<file path="config.mk">
export PLATFORM = sky130hd
export DESIGN_NAME = instr_encoder_loader
export DESIGN_NICKNAME = d
export VERILOG_FILES = /design/src/rtl/kgp_risc_pkg.sv /design/src/rtl/instr_packer.sv /design/src/rtl/instr_encoder_loader.sv
export SDC_FILE = /design/constraint.sdc
export NUM_CORES = 1
export LEC_CHECK = 0
export CORE_UTILIZATION = 51
export DETAILED_ROUTE_END_ITERATION = 16
export PLACE_DENSITY = 0.86
export SYNTH_ARGS = -nofsm -noshare
export SYNTH_HDL_FRONTEND = slang
export SYNTH_HIERARCHICAL = 1
export SYNTH_SLANG_ARGS = --single-unit
</file>
<file path="constraint.sdc">
create_clock -name clk -period 2.8 [get_ports clk]
set_input_delay 0.56 -clock clk [delete_from_list [all_inputs] [get_ports clk]]
set_output_delay 0.56 -clock clk [all_outputs]
set_load 0.005 [all_outputs]
</file>
<file path="src/rtl/kgp_risc_pkg.sv">
// Shared KGP_RISC definitions: opcode values, instruction field positions
// and the loader FSM state encoding.
package kgp_risc_pkg;

    localparam logic [2:0] OP_RR  = 3'b000;
    localparam logic [2:0] OP_RI  = 3'b001;
    localparam logic [2:0] OP_RRI = 3'b010;
    localparam logic [2:0] OP_J   = 3'b011;
    localparam logic [2:0] OP_R   = 3'b100;
    localparam logic [2:0] OP_RL  = 3'b101;

    // Least-significant bit of each field inside the 32-bit word
    localparam int OP_LSB      = 29;
    localparam int R1_LSB      = 24;
    localparam int R2_LSB      = 19;
    localparam int IMM_RI_LSB  = 9;
    localparam int IMM_RRI_LSB = 4;
    localparam int LBL_J_LSB   = 14;
    localparam int LBL_RL_LSB  = 9;
    localparam int FN_LSB      = 0;

    typedef enum logic [1:0] {
        ST_IDLE   = 2'd0,
        ST_ACCEPT = 2'd1,
        ST_WRITE  = 2'd2,
        ST_FIN    = 2'd3
    } state_e;

endpackage

</file>
<file path="src/rtl/instr_packer.sv">
// Combinational KGP_RISC field packer: builds the 32-bit instruction word
// from its fields (inverse of the decoder) and flags illegal opcodes.
module instr_packer
    import kgp_risc_pkg::*;
(
    input  logic [2:0]  op_code,
    input  logic [3:0]  funct_code,
    input  logic [4:0]  reg_1,
    input  logic [4:0]  reg_2,
    input  logic [14:0] imm,
    input  logic [14:0] label,
    output logic [31:0] word,
    output logic        illegal
);

    // Place only the fields the opcode uses; every other bit stays zero
    always_comb begin
        word    = 32'h0;
        illegal = 1'b0;
        word[OP_LSB +: 3] = op_code;
        word[FN_LSB +: 4] = funct_code;
        case (op_code)
            OP_RR: begin
                word[R1_LSB +: 5] = reg_1;
                word[R2_LSB +: 5] = reg_2;
            end
            OP_RI: begin
                word[R1_LSB +: 5]      = reg_1;
                word[IMM_RI_LSB +: 15] = imm;
            end
            OP_RRI: begin
                word[R1_LSB +: 5]       = reg_1;
                word[R2_LSB +: 5]       = reg_2;
                word[IMM_RRI_LSB +: 15] = imm;
            end
            OP_J: begin
                word[LBL_J_LSB +: 15] = label;
            end
            OP_R: begin
                word[R1_LSB +: 5] = reg_1;
            end
            OP_RL: begin
                word[R1_LSB +: 5]      = reg_1;
                word[LBL_RL_LSB +: 15] = label;
            end
            default: begin
                word    = 32'h0;
                illegal = 1'b1;
            end
        endcase
    end

endmodule

</file>
<file path="src/rtl/instr_encoder_loader.sv">
// Boot/test program loader: accepts instruction field bundles, encodes them
// and writes them one per two cycles into instruction memory from base_addr.
module instr_encoder_loader
    import kgp_risc_pkg::*;
#(
    parameter int ADDR_W = 10,
    parameter int DEPTH  = 1 << ADDR_W
) (
    input  logic              clk,
    input  logic              rst_n,
    input  logic              start,
    input  logic [ADDR_W-1:0] base_addr,
    input  logic              in_valid,
    output logic              in_ready,
    input  logic              in_last,
    input  logic [2:0]        opCode,
    input  logic [3:0]        functCode,
    input  logic [4:0]        reg_1,
    input  logic [4:0]        reg_2,
    input  logic [14:0]       imm,
    input  logic [14:0]       label,
    output logic              imem_we,
    output logic [ADDR_W-1:0] imem_addr,
    output logic [31:0]       imem_wdata,
    output logic              busy,
    output logic              done,
    output logic              err_illegal,
    output logic              err_overflow,
    output logic [ADDR_W:0]   word_count
);

    // Last usable address; the pointer stops here instead of wrapping
    localparam logic [ADDR_W-1:0] PTR_MAX = ADDR_W'(DEPTH - 1);

    state_e            state_q, state_d;
    logic [ADDR_W-1:0] ptr_q, ptr_d;
    logic [ADDR_W:0]   cnt_q, cnt_d;
    logic [ADDR_W-1:0] waddr_q, waddr_d;
    logic [31:0]       wdata_q, wdata_d;
    logic              last_q, last_d;
    logic              err_ill_q, err_ill_d;
    logic              err_ovf_q, err_ovf_d;

    logic [31:0]       pk_word;
    logic              pk_illegal;

    instr_packer u_packer (
        .op_code    (opCode),
        .funct_code (functCode),
        .reg_1      (reg_1),
        .reg_2      (reg_2),
        .imm        (imm),
        .label      (label),
        .word       (pk_word),
        .illegal    (pk_illegal)
    );

    // Outputs decoded directly from the state; the write port holds its
    // registered address/data between writes
    assign in_ready     = (state_q == ST_ACCEPT);
    assign busy         = (state_q == ST_ACCEPT) || (state_q == ST_WRITE);
    assign imem_we      = (state_q == ST_WRITE);
    assign done         = (state_q == ST_FIN);
    assign imem_addr    = waddr_q;
    assign imem_wdata   = wdata_q;
    assign err_illegal  = err_ill_q;
    assign err_overflow = err_ovf_q;
    assign word_count   = cnt_q;

    // Next-state logic: session start, bundle capture, write bookkeeping
    always_comb begin
        state_d   = state_q;
        ptr_d     = ptr_q;
        cnt_d     = cnt_q;
        waddr_d   = waddr_q;
        wdata_d   = wdata_q;
        last_d    = last_q;
        err_ill_d = err_ill_q;
        err_ovf_d = err_ovf_q;
        case (state_q)
            ST_IDLE: begin
                if (start) begin
                    ptr_d     = base_addr;
                    cnt_d     = '0;
                    err_ill_d = 1'b0;
                    err_ovf_d = 1'b0;
                    state_d   = ST_ACCEPT;
                end
            end
            ST_ACCEPT: begin
                if (in_valid) begin
                    if (pk_illegal) begin
                        // Dropped bundle: no write, session continues unless last
                        err_ill_d = 1'b1;
                        if (in_last) begin
                            state_d = ST_FIN;
                        end
                    end else begin
                        waddr_d = ptr_q;
                        wdata_d = pk_word;
                        last_d  = in_last;
                        state_d = ST_WRITE;
                    end
                end
            end
            ST_WRITE: begin
                cnt_d = cnt_q + 1'b1;
                if (ptr_q == PTR_MAX) begin
                    err_ovf_d = 1'b1;
                    state_d   = ST_FIN;
                end else begin
                    ptr_d   = ptr_q + 1'b1;
                    state_d = last_q ? ST_FIN : ST_ACCEPT;
                end
            end
            ST_FIN: begin
                state_d = ST_IDLE;
            end
            default: begin
                state_d = ST_IDLE;
            end
        endcase
    end

    // State and datapath registers; reset clears everything visible
    always_ff @(posedge clk) begin
        if (!rst_n) begin
            state_q   <= ST_IDLE;
            ptr_q     <= '0;
            cnt_q     <= '0;
            waddr_q   <= '0;
            wdata_q   <= '0;
            last_q    <= 1'b0;
            err_ill_q <= 1'b0;
            err_ovf_q <= 1'b0;
        end else begin
            state_q   <= state_d;
            ptr_q     <= ptr_d;
            cnt_q     <= cnt_d;
            waddr_q   <= waddr_d;
            wdata_q   <= wdata_d;
            last_q    <= last_d;
            err_ill_q <= err_ill_d;
            err_ovf_q <= err_ovf_d;
        end
    end

endmodule

</file>
==> run summary, run 1 <==
vias in the first global route -> 3466
leak pwr -> 0.001823 uW
clock latency on the worst-skew pair -> 340 ps
crit start category -> flip-flop
clk root buf -> clkbuf_8
R2R Path Start -> state_q[0]
Post-Synthesis Cells -> 469
CTS tree -> built
Yosys reg bits -> 68
setup repair bufs after CTS -> 0
die height -> 89.04 um
Metal-1 WL -> 4484 um
DRC -> 0
Layout Nets -> 641
top sig layer -> met4
post_cts resized -> 0
Layout Skew -> 7.168 ps
Avg Inst Size Synth -> 8.238 sq um
crit path capture type -> output pin
drt wl/cell -> 15.38 um
initial antenna violation count -> 0
setup slack, reg-to-reg -> 740 ps
number of synthesized flops with an enable pin -> 0
fin crit period -> 2387 ps
Layout area overhead -> 36.27%
Max Cap Viol -> 0
post-detail-place hpwl -> 7669 um
Synth cell types -> 62
syn_nets -> 537
diode count -> 0
CTS H-tree depth -> 3
Final ANT Viol Nets -> 0
Pwr per Cell Area -> 578.1 nW/um^2
wire length on met2 -> 4998 um
Syn. warnings -> 6
unrepaired setup endpoints after global routing -> false
Die X -> 89.04 um
largest net degree at the start of global routing -> 46
CTS Buf Count -> 9
Final Hold Fails -> 0
Tcrit/Tclk final -> 85.23%
Core ar. -> 7292 sq um
gr ovfl total -> 0
CP endpoint -> imem_we
Seq/Total Area, Yosys -> 35.23%
CTS max path bufs -> 2
Die Footprint -> 7928 sq um
aggregate negative setup slack -> 0 ps
Crit path required time -> 2240 ps
Worst-Margin Slew -> 770.5 ps
gr usage total -> 27.06%
Rel. slew slack -> 48.63%
routed vias -> 3789
1st-iter DRT viols -> 163
first-pass GRT wire length -> 16350 um
Placement Cell Area -> 5064 sq um
CTS Hold Bufs -> 0
reg2reg end -> ptr_q[7]
min-delay src -> imem_wdata[2]
Reg2Reg Depth -> 6
Sinks on Clock Net -> 68
Rows -> 31
Arr. time, crit path -> 1830 ps
Initial Util -> 52.99%
DR pass1 iterations -> 5
CP Max Fanout -> 12
status -> completed
Reg clk slew, reported paths -> 80 ps
# IOs -> 121
Mapped Area -> 3864 sq um
max frequency -> 0.4190 GHz
Setup Viol. Count Final -> 0
Slew Limit Fails -> 0
post-route cell area -> 5265 sq um
Vias/cell -> 5.597
gpl congestion -> 0.8871
asr flop ratio synth -> 0%
prevailing post-synth register cell -> dfxtp_1
peak supply drop -> 0.2680 mV
port bufs -> 120
layout cells sized above 1 -> 10.03%
WS Path Type -> reg -> out
class of the worst hold path -> reg -> reg
Worst Setup SP -> state_q[0]
WL met3 -> 734 um
Routed WL -> 10420 um
worst min-delay path by stage:
stage / to / cells past startpoint
2_1_floorplan: last_q / 2
3_3_place_gp: imem_wdata[30] / 2
3_5_place_dp: imem_wdata[2] / 2
4_1_cts: imem_wdata[2] / 2
5_1_grt: imem_wdata[3] / 2
6_report: imem_wdata[2] / 2
through the flow:
step / hold WS, ps / setup slack, ps / total power (uW) / utilization [%] / std cells
after floorplan: 436.5 / 853.6 / 1854 / - / 469
after global placement: 442.7 / 410.2 / 2202 / 69.44 / 661
after detailed placement: 447.5 / 333.8 / 2235 / 69.44 / 661
after CTS: 457.7 / 397.0 / 3046 / 72.20 / 677
after global routing: 479.3 / 306.5 / 3215 / 72.20 / 677
final: 459.2 / 413.5 / 3044 / 72.20 / 677
logic make-up (layout without fill, tap and decap cells):
family	count (synthesis)	after routing	share of synthesized area (%)
mux	14	14	4.404
fa+ha+maj	6	6	1.943
xor+xnor	6	6	1.360
compound gates	118	118	20.14
flops	68	68	35.23
simple gates	210	210	30.44
buf+inv	47	156	6.476
critical path, stage by stage, from the launching register on:
cell and delay [ps]:
dfxtp_1 370, inv_1 100, ha_1 420, clkdlybuf4s50_1 590
sequential cells by signal, indices dropped and copies added (netlist names):
register / cells
state_q: 2
ptr_q: 10
word_count: 11
err_illegal: 1
err_overflow: 1
last_q: 1
imem_wdata: 32
imem_addr: 10
cell usage in the layout, fill, tap and decap left out, drive strengths merged, types with 6 or more instances in the layout:
| master | n |
|---|---|
| buf | 6 |
| and2 | 13 |
| nand2b | 7 |
| clkbuf | 10 |
| nand4 | 7 |
| nand3 | 16 |
| inv | 14 |
| nand4b | 10 |
| o21ai | 16 |
| nand2 | 103 |
| mux2 | 6 |
| nand4bb | 10 |
| ha | 6 |
| mux2i | 8 |
| clkdlybuf4s50 | 120 |
| nor2 | 12 |
| or3 | 6 |
| o211ai | 10 |
| dfxtp | 68 |
| a21oi | 60 |
final cells by class:
cell class | count | area [sq um]
multi-input combinational | 354 | 2255
fill | 597 | 2027
sequential | 68 | 1361
timing repair buffer | 126 | 1271
clock buffer | 10 | 137.6
tap | 99 | 123.9
clock inverter | 6 | 63.81
inverter | 14 | 52.55
layer usage:
metal | vias to the layer above | track usage (%)
met5 | - | 0
met4 | 0 | 11.54
met3 | 16 | 6.648
met2 | 139 | 45.38
met1 | 1756 | 33.24
li1 | 1878 | -
synth_stat cells, drive strengths merged, types with 2 or more instances:
cell / number / share of area (%)
a211oi: 5 / 0.97
a21oi: 60 / 7.8
a221o: 5 / 1.3
a311oi: 3 / 0.68
a31oi: 4 / 0.65
and2: 13 / 2.1
and3: 3 / 0.52
and4b: 5 / 1.3
buf: 15 / 3.4
clkbuf: 18 / 1.7
dfxtp: 68 / 35
ha: 6 / 1.9
inv: 14 / 1.4
mux2: 6 / 2.2
mux2i: 8 / 2.2
nand2: 103 / 10
nand2b: 7 / 1.1
nand3: 16 / 2.8
nand4: 7 / 1.1
nand4b: 10 / 2.3
nand4bb: 10 / 2.9
nor2: 12 / 1.2
nor2b: 2 / 0.32
nor3: 2 / 0.55
nor3b: 2 / 0.52
nor4: 2 / 0.49
o211ai: 10 / 2.6
o21ai: 16 / 2.1
o221ai: 5 / 1.9
o22ai: 3 / 0.49
or2: 4 / 0.78
or2b: 2 / 0.39
or3: 6 / 0.97
xor2: 5 / 1.1
power breakdown:
| group | switching, uW | internal [uW] | total, uW |
|---|---|---|---|
| clock | 383 | 434 | 817 |
| sequential | 135 | 1080 | 1210 |
| combinational | 547 | 469 | 1020 |
(Power assumes the default switching activity.)
==> run 2: changes to the inputs <==
--- a/config.mk
+++ b/config.mk
@@ -8,6 +8,7 @@
 export CORE_UTILIZATION = 51
 export DETAILED_ROUTE_END_ITERATION = 16
 export PLACE_DENSITY = 0.86
+export SETUP_SLACK_MARGIN = 0.2
 export SYNTH_ARGS = -nofsm -noshare
 export SYNTH_HDL_FRONTEND = slang
 export SYNTH_HIERARCHICAL = 1
==> results of run 2 <==
The final DEF is identical to that of run 1; final timing and power are the same.
